<file path="src/rtl/pulse_id_monitor.sv">
// pulse_id_monitor: sits between the embedded receiver and the board I/O.
// Latches the pulse-ID on each trigger and tracks that consecutive IDs step
// by one. A gap adds to a saturating missed-pulse count. A duplicate, a
// backward step or a gap fires a stretched sequence-error LED. A timeout
// detects trigger loss. A window of the latched ID is shown on DIGITS
// seven-segment digits.
//
// Ports:
//   clk_i, reset_ni       clock, async active-low reset
//   trigger_i, pulse_id_i trigger strobe and the ID valid in that cycle
//   error_i               receiver error strobe (LED only)
//   window_i              nibble index shown on digit 0
//   freeze_i              hold the displayed ID
//   clear_i               sync clear of counters/status (the display is kept)
//   hex_o                 active-low segments, digit k at [7k+6:7k], bit0=a
//   missed_o              saturating missed-pulse count
//   synced_o, timeout_o   TRACK / LOST state flags
//   trig_led_o, err_led_o, seq_err_o  stretched strobes

// Retriggerable pulse stretcher: the output is high from the cycle after
// in_i, until EXTEND_CYCLES cycles after the last high in_i.
module pid_stretch #(
  parameter int EXTEND_CYCLES = 5000000
) (
  input  logic clk_i,
  input  logic reset_ni,
  input  logic clr_i,
  input  logic in_i,
  output logic out_o
);
  localparam int EW = $clog2(EXTEND_CYCLES + 1);

  logic [EW-1:0] cnt_q, cnt_d;

  always_comb begin
    cnt_d = cnt_q;
    if (clr_i)              cnt_d = '0;
    else if (in_i)          cnt_d = EW'(EXTEND_CYCLES);
    else if (cnt_q != '0)   cnt_d = cnt_q - EW'(1);
  end

  always_ff @(posedge clk_i or negedge reset_ni)
    if (!reset_ni) cnt_q <= '0;
    else           cnt_q <= cnt_d;

  assign out_o = (cnt_q != '0);
endmodule

// One display digit. It picks nibble (window_i + K) of id_i and registers
// the segment pattern. Indices past the top nibble are shown blank.
module pid_hex_digit #(
  parameter int ID_WIDTH  = 64,
  parameter int WIN_WIDTH = 4,
  parameter int IW        = 8,
  parameter int K         = 0
) (
  input  logic                 clk_i,
  input  logic                 reset_ni,
  input  logic [ID_WIDTH-1:0]  id_i,
  input  logic [WIN_WIDTH-1:0] window_i,
  output logic [6:0]           seg_o
);
  localparam int NIB = ID_WIDTH / 4;
  // The reset value assumes window 0: the digit shows "0", or blank if the
  // digit itself lies past the top nibble.
  localparam logic [6:0] RST_SEG = (K < NIB) ? 7'h40 : 7'h7F;

  logic [IW-1:0]       idx;
  logic [ID_WIDTH-1:0] sh;
  logic [3:0]          nib;
  logic                blank;
  logic [6:0]          dec;
  logic [6:0]          seg_q;

  assign idx   = IW'(window_i) + IW'(K);
  assign blank = (idx >= IW'(NIB));
  assign sh    = id_i >> {idx, 2'b00};
  assign nib   = sh[3:0];

  always_comb begin
    dec = 7'h7F;
    unique case (nib)
      4'h0: dec = 7'h40;  4'h1: dec = 7'h79;  4'h2: dec = 7'h24;  4'h3: dec = 7'h30;
      4'h4: dec = 7'h19;  4'h5: dec = 7'h12;  4'h6: dec = 7'h02;  4'h7: dec = 7'h78;
      4'h8: dec = 7'h00;  4'h9: dec = 7'h10;  4'hA: dec = 7'h08;  4'hB: dec = 7'h03;
      4'hC: dec = 7'h46;  4'hD: dec = 7'h21;  4'hE: dec = 7'h06;  4'hF: dec = 7'h0E;
      default: dec = 7'h7F;
    endcase
  end

  always_ff @(posedge clk_i or negedge reset_ni)
    if (!reset_ni) seg_q <= RST_SEG;
    else           seg_q <= blank ? 7'h7F : dec;

  assign seg_o = seg_q;
endmodule

module pulse_id_monitor #(
  parameter int ID_WIDTH       = 64,
  parameter int DIGITS         = 5,
  parameter int WIN_WIDTH      = 4,
  parameter int EXTEND_CYCLES  = 5000000,
  parameter int TIMEOUT_CYCLES = 50000000,
  parameter int CNT_WIDTH      = 16
) (
  input  logic                  clk_i,
  input  logic                  reset_ni,
  input  logic                  trigger_i,
  input  logic [ID_WIDTH-1:0]   pulse_id_i,
  input  logic                  error_i,
  input  logic [WIN_WIDTH-1:0]  window_i,
  input  logic                  freeze_i,
  input  logic                  clear_i,
  output logic [7*DIGITS-1:0]   hex_o,
  output logic [CNT_WIDTH-1:0]  missed_o,
  output logic                  synced_o,
  output logic                  timeout_o,
  output logic                  trig_led_o,
  output logic                  err_led_o,
  output logic                  seq_err_o
);
  localparam int TW = $clog2(TIMEOUT_CYCLES + 1);
  localparam int SW = ((ID_WIDTH > CNT_WIDTH) ? ID_WIDTH : CNT_WIDTH) + 1;
  localparam int IW = WIN_WIDTH + $clog2(DIGITS + 1) + 1;
  localparam logic [SW-1:0] SAT = {{(SW-CNT_WIDTH){1'b0}}, {CNT_WIDTH{1'b1}}};

  typedef enum logic [1:0] {IDLE = 2'd0, TRACK = 2'd1, LOST = 2'd2} state_e;

  state_e              state_q, state_d;
  logic [ID_WIDTH-1:0] last_id_q, last_id_d;
  logic [ID_WIDTH-1:0] disp_q, disp_d;
  logic [CNT_WIDTH-1:0] missed_q, missed_d;
  logic [TW-1:0]       tmo_q, tmo_d;

  logic                trig_ok, track_trig, tmo_hit, seq_bad, gap, seq_evt;
  logic [ID_WIDTH-1:0] delta;
  logic [SW-1:0]       sum;

  // clear_i overrides a trigger in the same cycle.
  assign trig_ok    = trigger_i & ~clear_i;
  assign track_trig = trig_ok & (state_q == TRACK);
  assign tmo_hit    = (tmo_q == TW'(TIMEOUT_CYCLES - 1));

  // Modular step. A zero step or a step in the upper half is a duplicate or
  // a backward step, not a gap.
  assign delta   = pulse_id_i - last_id_q;
  assign seq_bad = (delta == '0) | delta[ID_WIDTH-1];
  assign gap     = ~seq_bad & (delta != ID_WIDTH'(1));
  assign seq_evt = track_trig & (delta != ID_WIDTH'(1));
  // Widened so that a huge gap saturates instead of wrapping.
  assign sum     = SW'(missed_q) + SW'(delta) - SW'(1);

  // FSM: state register
  always_ff @(posedge clk_i or negedge reset_ni)
    if (!reset_ni) state_q <= IDLE;
    else           state_q <= state_d;

  // FSM: next state
  always_comb begin
    state_d = state_q;
    unique case (state_q)
      IDLE:    if (trig_ok) state_d = TRACK;
      TRACK:   if (!trig_ok && tmo_hit) state_d = LOST;
      LOST:    if (trig_ok) state_d = TRACK;
      default: state_d = IDLE;
    endcase
    if (clear_i) state_d = IDLE;
  end

  // FSM: outputs
  always_comb begin
    synced_o  = (state_q == TRACK);
    timeout_o = (state_q == LOST);
  end

  // Datapath next state
  always_comb begin
    last_id_d = trig_ok ? pulse_id_i : last_id_q;
    disp_d    = (trig_ok && !freeze_i) ? pulse_id_i : disp_q;

    missed_d = missed_q;
    if (clear_i)
      missed_d = '0;
    else if (track_trig && gap)
      missed_d = (sum > SAT) ? {CNT_WIDTH{1'b1}} : sum[CNT_WIDTH-1:0];

    // The timer only runs in TRACK. It restarts on each trigger.
    if (clear_i || trig_ok || state_q != TRACK) tmo_d = '0;
    else                                        tmo_d = tmo_q + TW'(1);
  end

  always_ff @(posedge clk_i or negedge reset_ni)
    if (!reset_ni) begin
      last_id_q <= '0;
      disp_q    <= '0;
      missed_q  <= '0;
      tmo_q     <= '0;
    end else begin
      last_id_q <= last_id_d;
      disp_q    <= disp_d;
      missed_q  <= missed_d;
      tmo_q     <= tmo_d;
    end

  assign missed_o = missed_q;

  // Stretchers: [0] trigger, [1] receiver error, [2] sequence error
  logic [2:0] str_in, str_out;
  assign str_in = {seq_evt, error_i, trigger_i};

  for (genvar i = 0; i < 3; i++) begin : g_str
    pid_stretch #(.EXTEND_CYCLES(EXTEND_CYCLES)) u_str (
      .clk_i   (clk_i),
      .reset_ni(reset_ni),
      .clr_i   (clear_i),
      .in_i    (str_in[i]),
      .out_o   (str_out[i])
    );
  end

  assign trig_led_o = str_out[0];
  assign err_led_o  = str_out[1];
  assign seq_err_o  = str_out[2];

  // Display digits
  logic [DIGITS-1:0][6:0] hex_w;

  for (genvar k = 0; k < DIGITS; k++) begin : g_dig
    pid_hex_digit #(
      .ID_WIDTH (ID_WIDTH),
      .WIN_WIDTH(WIN_WIDTH),
      .IW       (IW),
      .K        (k)
    ) u_dig (
      .clk_i   (clk_i),
      .reset_ni(reset_ni),
      .id_i    (disp_q),
      .window_i(window_i),
      .seg_o   (hex_w[k])
    );
  end

  assign hex_o = hex_w;
endmodule

</file>
<file path="config.mk">
export PLATFORM = sky130hd
export DESIGN_NAME = pulse_id_monitor
export DESIGN_NICKNAME = d
export VERILOG_FILES = /design/src/rtl/pulse_id_monitor.sv
export SDC_FILE = /design/constraint.sdc
export NUM_CORES = 1
export LEC_CHECK = 0
export CORE_MARGIN = 8
export CORE_UTILIZATION = 25
export CTS_BUF_LIST = sky130_fd_sc_hd__clkbuf_8
export DETAILED_ROUTE_END_ITERATION = 10
export HOLD_SLACK_MARGIN = 0.05
export PLACE_DENSITY_LB_ADDON = 0.2
export SLEW_MARGIN = 10
export SYNTH_ARGS = -nofsm -noshare
export SYNTH_HDL_FRONTEND = slang
export SYNTH_SLANG_ARGS = --single-unit
</file>
<file path="constraint.sdc">
create_clock -name clk_i -period 8.2 [get_ports clk_i]
set_input_delay 1.64 -clock clk_i [delete_from_list [all_inputs] [get_ports clk_i]]
set_output_delay 1.64 -clock clk_i [all_outputs]
set_load 0.005 [all_outputs]
</file>
==> results of run 1 <==
==> final timing paths <==
path	end	start	cells past startpoint
worst max-delay path	missed_o[8]	pulse_id_i[0]	37
worst min-delay path	tmo_q[0]	tmo_q[0]	1
worst max register to register	missed_o[8]	last_id_q[0]	35
worst min register to register	tmo_q[0]	tmo_q[0]	1
max in group asynchronous	g_dig[4].u_dig.seg_o[0]	reset_ni	2
min in group asynchronous	missed_o[6]	reset_ni	1
==> synth_stat cells, types with 5 or more instances <==
| master | n | share of area |
|---|---|---|
| dfrtp_1 | 271 | 0.30 |
| nand2_1 | 247 | 0.041 |
| inv_1 | 227 | 0.038 |
| ha_1 | 195 | 0.11 |
| nor2_1 | 190 | 0.031 |
| o21ai_0 | 182 | 0.040 |
| a21oi_1 | 179 | 0.040 |
| xnor2_1 | 92 | 0.036 |
| mux2_2 | 90 | 0.045 |
| xor2_1 | 83 | 0.032 |
| mux2i_1 | 71 | 0.031 |
| clkbuf_1 | 67 | 0.011 |
| nand3_1 | 67 | 0.015 |
| a21o_1 | 66 | 0.022 |
| nor3_1 | 49 | 0.011 |
| nand2b_1 | 39 | 0.011 |
| a211oi_1 | 37 | 0.012 |
| nand4_1 | 32 | 0.0088 |
| and3_1 | 30 | 0.0083 |
| a41oi_1 | 24 | 0.0093 |
| o211ai_1 | 23 | 0.0076 |
| nor2b_1 | 21 | 0.0058 |
| nor4_1 | 21 | 0.0058 |
| o21bai_1 | 21 | 0.0070 |
| and2_1 | 19 | 0.0052 |
| o221ai_1 | 19 | 0.0073 |
| o21a_1 | 18 | 0.0060 |
| or3_1 | 17 | 0.0047 |
| mux4_2 | 15 | 0.015 |
| o22ai_1 | 15 | 0.0041 |
| a31oi_1 | 14 | 0.0039 |
| or2_2 | 13 | 0.0036 |
| o31ai_1 | 12 | 0.0040 |
| buf_1 | 8 | 0.0013 |
| o2111ai_1 | 6 | 0.0023 |
| or4_1 | 6 | 0.0020 |
| a211o_1 | 5 | 0.0019 |
| a21boi_0 | 5 | 0.0017 |
| a311oi_1 | 5 | 0.0019 |
| and4_1 | 5 | 0.0019 |
| dfstp_2 | 5 | 0.0058 |
| o21ai_1 | 5 | 0.0011 |
==> logic make-up after synthesis <==
| kind of cell | synth area share |
|---|---|
| AND/OR/NAND/NOR | 0.168 |
| AO/OA/AOI/OAI | 0.198 |
| buffers and inverters | 0.0593 |
| flip-flops | 0.305 |
| adder cells (fa/ha/maj) | 0.110 |
| multiplexers | 0.0916 |
| XOR/XNOR | 0.0676 |
==> state kept, by name (all words and copies together), names as in the netlist <==
signal	flops
missed_o	16
g_str.u_str.cnt_q	69
g_dig.u_dig.seg_o	35
last_id_q	64
tmo_q	26
disp_q	64
state_q	2
==> final cells by class <==
| cell class | instances | area, um^2 | area share |
|---|---|---|---|
| Clock buffer | 66 | 908 | 0.0295 |
| Sequential cell | 276 | 6910 | 0.225 |
| Tap cell | 1176 | 1470 | 0.0479 |
| Antenna cell | 5 | 12.5 | 0.000407 |
| Timing Repair Buffer | 657 | 5320 | 0.173 |
| Clock inverter | 40 | 234 | 0.00761 |
| Inverter | 231 | 870 | 0.0283 |
| Multi-Input combinational cell | 2027 | 15000 | 0.488 |
==> metal layers <==
layer,up-vias,part of all wire,GRT usage
li1,10652,-,-
met1,10063,0.48,0.216
met2,325,0.45,0.255
met3,78,0.047,0.0233
met4,0,0.020,0.0389
met5,-,0,0
==> power by group <==
part           switching [W]  internal [W]  total, W
clock               0.000673      0.000795   0.00147
sequential          0.000202       0.00160   0.00180
combinational        0.00320       0.00306   0.00626
total                0.00407       0.00545   0.00953
==> what timing repair did <==
action	4_1_cts	5_1_grt
buffers inserted	17	10
resized for setup	57	84
setup endpoints to repair	33	30
gates cloned	1	0
pin swaps	38	52
==> through the flow <==
stage	setup TNS (ps)	std cells	area (um^2)	util
final	0	4478	30700	0.342
after detailed placement	-50100	4341	28800	0.320
after global routing	-919	4474	30700	0.342
after global placement	-42670	4341	28800	0.320
after CTS	0	4465	30300	0.337
after floorplan	0	2625	22700	-
==> out/results.ini, run 1 <==
[synthesis]
synthesis.nets = 2896
yosys_warnings = 0
synth_ff_type = dfrtp_1
synth_cells = 2625
synth_seq_cells = 276
synth_edf_count = 0
synth.distinct_cells = 100
yosysSeqAreaShare = 0.305
synthesis.area_mm2 = 0.0227
synth.avg_cell_area_um2 = 8.63
synthArstFlopShare = 1.00

[cts]
cts_sinks = 276
clk-insertion-delay-late_ps = 700
cts_buffer_depth = 3
cts_tree = done
root_buffer = clkbuf_8
h-tree-depth = 2
cts_made_buffers = 58
cts_hold_buf = 0
clk_pin_slew_ps = 50

[sta]
fmax_mhz = 125
relSlewSlack = 0.323
final_max_slew_viol_count = 0
rsz0062_at_grt = yes
layout_setup_ws_ps = 224
hold_ws_ps = 482
min_period_over_period = 0.973
setup-violations-final = 0
hold_viol = 0
worstMarginPinSlew_ps = 988
skew_ps = 41.2
layout_min_cycle_time_ps = 7980

[grt]
grt_max_degree = 111
track_usage = 0.157
antenna_found_initial = 6
first_global_vias = 21141
grt_pass1_wl_um = 123000
overflow = 0

[setup_path]
crit_type = primary input to register
cp_top_family = compound AO/OA/AOI/OAI gates
critPathMaxFanout = 8
cp-start-kind = primary input
cp-end-kind = register
critical_path.slowest_cell = a2111o_1
required_ps = 8740
worstPathArrival_ps = 8520
r2r_slack_ps = 870
crit_buf_inv = 9
cp_slowest_stage_delay_ps = 450

[die]
core_mm2 = 0.0899
initial_utilization = 0.252
fp.dieH_um = 317
dieArea_mm2 = 0.101
num_rows = 110
die_w_um = 317
io_pins = 130

[final_layout]
final_common_cell = buf_4
area.growth.synth_to_final_pct = 35.6
final_cell_mix = buf_4, dfrtp_1, inv_1, nand2_1, nor2_1
fillers = 9533
final_layout_size_suffix_gt1_frac = 0.259
finalNetCount = 3522

[worst_hold_path]
hold_class = register to register

[route]
post_drt_wl_per_cell_um = 17.8
avgViaCountPerCell = 4.72
via_count = 21118
wirelength_um = 79700
drc = 0
ant_nets = 0
drtIter0Drc = 1280
drt_first_pass_iters = 5

[placed_design]
post-place-ws_ps = -1930
dp_hpwl_um = 63800
routabilityCongestion = 0.881
io_buffer_count = 129

[pwr]
totalPowerFinal_w = 0.00953
peakVddDrop_mv = 0.123
powerDensity_mw_per_mm2 = 310
p_leak_nw = 14.2

[status]
status = finished, final reports clean

[run]
max-cap-violations = 0

No activity file was read; power rests on OpenSTA's default activity.
==> run 2, diff against run 1 <==
SYNTH_HIERARCHICAL = 1   (was default)
==> out/results.ini, run 2 <==
[final_layout]
final_cell_mix = buf_4, dfrtp_1, inv_1, nand2_1, nor2_1
final_layout_size_suffix_gt1_frac = 0.305  ; +0.0463
largest_reg_flops = 69  ; unchanged
fillers = 10124  ; +6.2%
multiInputGateArea_mm2 = 0.0169  ; +13%
top_regs = g_str.u_str/cnt_q (69), disp_q (64), last_id_q (64)
area.growth.synth_to_final_pct = 36.9
finalNetCount = 3664  ; +4.0%
regArea_mm2 = 0.00691  ; unchanged
max_flop_register = g_str.u_str/cnt_q
final_common_cell = buf_4

[route]
post_drt_wl_per_cell_um = 18.2  ; +2.4%
top_layer = met4
drc = 0  ; unchanged
wl_met1_um = 42400  ; +11%
routed-wl-met3_um = 3430  ; -8.7%
wirelength_um = 86000  ; +7.9%
drtIter0Drc = 1321  ; +3.2%
drt_first_pass_iters = 5  ; unchanged
met2_length_um = 38200  ; +5.8%
ant_nets = 0  ; unchanged
avgViaCountPerCell = 4.81  ; +2.0%
via_count = 22714  ; +7.6%

[grt]
first_global_vias = 22837  ; +8.0%
antenna_found_initial = 8  ; +2
track_usage = 0.156  ; -0.000979
grt_pass1_wl_um = 134000  ; +8.6%
overflow = 0  ; unchanged
grt_max_degree = 151  ; +36%

[die]
dieArea_mm2 = 0.108  ; +7.2%
initial_utilization = 0.252  ; about the same
die_w_um = 328  ; +3.6%
fp.dieH_um = 328  ; +3.6%
num_rows = 114  ; +3.6%
core_mm2 = 0.0967  ; +7.6%
io_pins = 130  ; unchanged

[synthesis]
synth.avg_cell_area_um2 = 8.94  ; +3.6%
synth_edf_count = 0  ; unchanged
ys_top_cells_by_area = dfrtp_1, ha_1, mux4_2, a21oi_1, inv_1
ys_top_cells_by_count = dfrtp_1, inv_1, nand2_1, ha_1, nor2_1
synth.distinct_cells = 117  ; +17%
yosysTopAreaCellShare = 0.278  ; -0.0212
synth.largest_area_cell = dfrtp_1
synth_ff_type = dfrtp_1
synthesis.area_mm2 = 0.0244  ; +7.6%
yosys_warnings = 6  ; +6
yosysSeqAreaShare = 0.283  ; -0.0216
synth_cells = 2728  ; +3.9%
synth_seq_cells = 276  ; unchanged
synthArstFlopShare = 1.00  ; unchanged
synthesis.nets = 2994  ; +3.4%
synth.most_common_cell = dfrtp_1

[setup_path]
cp-start-kind = primary input
cp-end-kind = register
worstPathArrival_ps = 8710  ; +190 ps
critPathMaxFanout = 8  ; unchanged
crit_type = primary input to register
critical_path.slowest_cell = a2111oi_2
cp_slowest_stage_delay_ps = 360  ; -90 ps
r2r_slack_ps = 630  ; -240 ps
path_common_cell = buf_4
ff2ff_path_depth = 38  ; +8.6%
r2r_start = last_id_q[27]
r2r-end = missed_o[0]
required_ps = 8700  ; -40 ps

[cts]
cts_tree = done
cts_sinks = 276  ; unchanged
clk-insertion-delay-late_ps = 660  ; -40 ps
cts_made_buffers = 53  ; -8.6%
h-tree-depth = 2  ; unchanged
cts_buffer_depth = 3  ; unchanged
clk_pin_slew_ps = 60  ; about the same
root_buffer = clkbuf_8

[worst_hold_path]
hp-start = last_id_q[63]
worstHoldPathCells = 2  ; +1
holdPathEnd = last_id_q[63]
hold_class = register to register

[sta]
relSlewSlack = 0.398  ; +0.0753
min_period_over_period = 1.00  ; +0.0276
hold_ws_ps = 501  ; +19.5 ps
hold_viol = 0  ; unchanged
fmax_mhz = 122  ; -2.8%
rsz0062_at_grt = yes
setup-violations-final = 2  ; +2
layout_setup_ws_ps = -2.46  ; -226 ps
layout_min_cycle_time_ps = 8200  ; +226 ps
worstMarginPinSlew_ps = 903  ; -84.7 ps
skew_ps = 40.4  ; -0.826 ps
final_max_slew_viol_count = 0  ; unchanged

[placed_design]
dp_hpwl_um = 68100  ; +6.8%
io_buffer_count = 129  ; unchanged
routabilityCongestion = 0.874  ; -0.72%

[pwr]
peakVddDrop_mv = 0.143  ; +16%
powerDensity_mw_per_mm2 = 308  ; -0.74%
p_leak_nw = 14.9  ; +4.8%
totalPowerFinal_w = 0.0103  ; +7.8%

[status]
status = finished with violations
violations = setup timing

[run]
max-cap-violations = 0  ; unchanged

-- run 2: logic make-up (layout without fill, tap and decap cells) --
group | after synthesis | in the layout | share of synthesized area
and+or+nand+nor | 832 | 832 | 0.180
muxes | 178 | 178 | 0.110
adders and majority gates | 192 | 192 | 0.0991
xor gates and xnor gates | 170 | 170 | 0.0620
buffers and inverters | 348 | 1059 | 0.0621
DFF | 276 | 276 | 0.283
AOI/OAI and AO/OA | 732 | 732 | 0.203
other | 0 | 6 | 0
-- run 2: area by class of cell --
class | instances | share of cell area
diodes | 6 | 0.000450
clock buffers | 66 | 0.0272
clock inverters | 30 | 0.00810
inverters | 231 | 0.0260
multi-input cells | 2104 | 0.507
flip-flops and latches | 276 | 0.207
well taps | 1276 | 0.0478
repair buffers | 732 | 0.177
-- run 2: worst max-delay path: cells and delay by family --
kind | cells | cell delay (ps)
AO/OA/AOI/OAI | 10 | 1920
XOR/XNOR | 1 | 190
adder cells (fa/ha/maj) | 2 | 550
AND/OR/NAND/NOR | 9 | 2230
buffers and inverters | 17 | 2160
-- run 2: through the flow --
stage	std cells	worst slack (ps)	TNS (ps)	util	cell area (um^2)
after detailed placement	4581	-1960	-67320	0.320	31000
after global placement	4581	-1860	-64220	0.320	31000
final	4721	-2.46	-4.51	0.345	33400
after CTS	4710	-85.0	-915	0.344	33200
after global routing	4718	-357	-5340	0.345	33400
after floorplan	2728	4.39	0	-	24400
-- run 2: how the worst max path moves through the flow --
stage | from | end | slack, ps | cells after the start
floorplan | pulse_id_i[35] | missed_o[10] | 4 | 34
CTS | pulse_id_i[27] | missed_o[0] | -80 | 35
finish | pulse_id_i[34] | missed_o[0] | -2 | 39
detailed placement | pulse_id_i[0] | g_str[2].u_str/cnt_q[1] | -1960 | 36
global route | pulse_id_i[6] | missed_o[15] | -360 | 37
global placement | pulse_id_i[0] | g_str[2].u_str/cnt_q[20] | -1860 | 37
-- run 2: where the power goes --
group          leakage, nW  switching (W)  internal [W]
registers             3.49       0.000214       0.00159
clock network        0.651       0.000648      0.000884
logic                 10.8        0.00353       0.00340
total                 14.9        0.00439       0.00588
-- run 2: per-layer routing --
metal / track usage / up-vias
li1: - / 11309
met1: 0.221 / 10934
met2: 0.244 / 376
met3: 0.0220 / 95
met4: 0.0432 / 0
met5: 0 / -
-- run 2: repair_timing --
action	CTS	global route
gates resized for setup	234	27
hold buffers	0	0
pin swaps	70	28
setup buffers	33	5
setup endpoints to repair	39	35
cloned	1	0
==> run 3, diff against run 2 <==
REMOVE_ABC_BUFFERS = 1   (was default)
==> out/results.ini, run 3 (synthesized netlist as in run 2, its figures left out) <==
[status]
status = finished with violations
violations = setup timing

[placed_design]
place_area_mm2 = 0.0309  ; -0.24%
io_buffer_count = 129  ; unchanged
dp_hpwl_um = 70500  ; +3.5%
post-place-ws_ps = -1800  ; +162 ps
routabilityCongestion = 0.881  ; +0.72%

[pwr]
totalPowerFinal_w = 0.0103  ; about the same
power_frac_comb = 0.662  ; -0.013
power.switching_w = 0.00445  ; +1.3%
seq_power_share = 0.180  ; +0.004
peakVddDrop_mv = 0.151  ; +5.9%
switching_share = 0.433  ; +0.00539
p_leak_nw = 14.9  ; about the same
powerDensity_mw_per_mm2 = 313  ; +1.6%
p_int_w = 0.00583  ; -0.91%
p_clk_frac = 0.158  ; +0.009

[final_layout]
top_regs = g_str.u_str/cnt_q (69), disp_q (64), last_id_q (64)
max_flop_register = g_str.u_str/cnt_q
area.growth.synth_to_final_pct = 34.7
largest_reg_flops = 69  ; unchanged
final_layout_size_suffix_gt1_frac = 0.282  ; -0.0234
final_cell_mix = buf_4, dfrtp_1, inv_1, nand2_1
finalNetCount = 3633  ; -0.85%
final_common_cell = buf_4
final_design_area_no_fill_mm2 = 0.0329  ; -1.6%

[die]
io_pins = 130  ; unchanged
die_w_um = 328  ; unchanged
core_mm2 = 0.0967  ; unchanged
fp.dieH_um = 328  ; unchanged
dieArea_mm2 = 0.108  ; unchanged
initial_utilization = 0.252  ; unchanged
num_rows = 114  ; unchanged

[sta]
hold_viol = 0  ; unchanged
rsz0062_at_grt = yes
fin_tns_setup_ps = -4500  ; -4490 ps
min_period_over_period = 1.04  ; +0.0394
skew_ps = 74.6  ; +34.2 ps
layout_min_cycle_time_ps = 8530  ; +323 ps
hold_ws_ps = 503  ; +1.91 ps
worstMarginPinSlew_ps = 1060  ; +161 ps
final_max_slew_viol_count = 0  ; unchanged
fmax_mhz = 117  ; -3.8%
relSlewSlack = 0.291  ; -0.107
setup-violations-final = 16  ; +14
layout_setup_ws_ps = -326  ; -323 ps

[worst_hold_path]
holdPathEnd = last_id_q[0]
worstHoldPathCells = 2  ; unchanged
hold_class = register to register
hp-start = last_id_q[0]

[cts]
cts_hold_buf = 0  ; unchanged
root_buffer = clkbuf_8
cts_tree = done
cts_sinks = 276  ; unchanged
clk_pin_slew_ps = 60  ; about the same
h-tree-depth = 2  ; unchanged
cts_made_buffers = 57  ; +7.5%
cts_buffer_depth = 3  ; unchanged
clk-insertion-delay-late_ps = 740  ; +80 ps

[grt]
antenna_found_initial = 9  ; +1
track_usage = 0.159  ; +0.00370
first_global_vias = 22709  ; -0.56%
overflow = 0  ; unchanged
grt_max_degree = 132  ; -13%
grt_pass1_wl_um = 136000  ; +1.6%

[setup_path]
critPathMaxFanout = 8  ; unchanged
crit_type = primary input to register
crit_buf_inv = 2  ; -15
cp_top_family = compound AO/OA/AOI/OAI gates
cp-start-kind = primary input
cp-end-kind = register
r2r_start = last_id_q[27]
ff2ff_path_depth = 34  ; -11%
critical_path.slowest_cell = ha_1
r2r_slack_ps = 500  ; -130 ps
r2r-end = missed_o[14]
cp_slowest_stage_delay_ps = 360  ; about the same
required_ps = 8790  ; +90 ps
worstPathArrival_ps = 9110  ; +400 ps

[route]
drc = 0  ; unchanged
post_drt_wl_per_cell_um = 18.7  ; +2.6%
drtIter0Drc = 1659  ; +26%
avgViaCountPerCell = 4.88  ; +1.4%
ant_nets = 0  ; unchanged
drt_first_pass_iters = 6  ; +1
via_count = 22919  ; +0.90%
wirelength_um = 87800  ; +2.1%

[run]
max-cap-violations = 0  ; unchanged

run 3: cell types whose count changed in the layout (fill, tap and decap cells not counted), sizes merged:
| cell | previous run | this run |
|---|---|---|
| buf | 618 | 573 |
| bufinv | 5 | 4 |
| clkbuf | 66 | 70 |
| clkdlybuf4s15 | 9 | 0 |
| clkdlybuf4s50 | 86 | 92 |
| clkinv | 9 | 11 |
| diode | 6 | 7 |
| dlygate4sd2 | 19 | 17 |
| dlymetal6s2s | 0 | 15 |
| inv | 244 | 251 |
run 3: area by class of cell:
| cell class | count | area (um^2) |
|---|---|---|
| multi-input combinational | 2104 | 16500 |
| fill | 10183 | 63800 |
| clock buffer | 70 | 963 |
| antenna | 7 | 17.5 |
| sequential | 276 | 6910 |
| tap | 1276 | 1600 |
| inverter | 231 | 867 |
| clock inverter | 38 | 323 |
| timing repair buffer | 697 | 5650 |
run 3: worst max path at each step:
stage                               from            to  depth (start not counted)
after floorplan           pulse_id_i[27]  missed_o[15]                         32
after global placement    pulse_id_i[15]   missed_o[4]                         34
after detailed placement  pulse_id_i[15]   missed_o[4]                         34
after CTS                 pulse_id_i[32]  missed_o[14]                         35
after global routing       pulse_id_i[1]   missed_o[0]                         36
final                     pulse_id_i[17]  missed_o[14]                         34
run 3: layer usage:
| layer | vias to the layer above | track usage | routed length (um) |
|---|---|---|---|
| met2 | 513 | 0.246 | 38500 |
| met5 | - | 0 | 0 |
| met1 | 11050 | 0.229 | 42700 |
| li1 | 11259 | - | - |
| met3 | 97 | 0.0273 | 4750 |
| met4 | 0 | 0.0393 | 1910 |
run 3: stage by stage:
stage                util  cells
floorplan               -   2611
global placement    0.319   4575
detailed placement  0.319   4575
CTS                 0.336   4686
global route        0.340   4695
finish              0.340   4699
run 3: power by group through the flow:
stage / Sequential (W) / Clock [W] / Combinational, W
2_1_floorplan: 0.00176 / 0 / 0.00363
3_3_place_gp: 0.00186 / 0 / 0.00667
3_5_place_dp: 0.00187 / 0 / 0.00663
4_1_cts: 0.00185 / 0.00170 / 0.00675
5_1_grt: 0.00188 / 0.00176 / 0.00745
6_report: 0.00185 / 0.00163 / 0.00680
run 3: worst min-delay path, cell delays in order, from the launching register on:
cell and delay (ps):
dfrtp_1 360, nand2_1 50, o21ai_0 60
run 3: what timing repair did:
action | in CTS | in global routing
cloned | 1 | 0
gates resized for setup | 81 | 58
setup buffers | 3 | 21
pin swaps | 9 | 23
setup endpoints to repair | 39 | 39
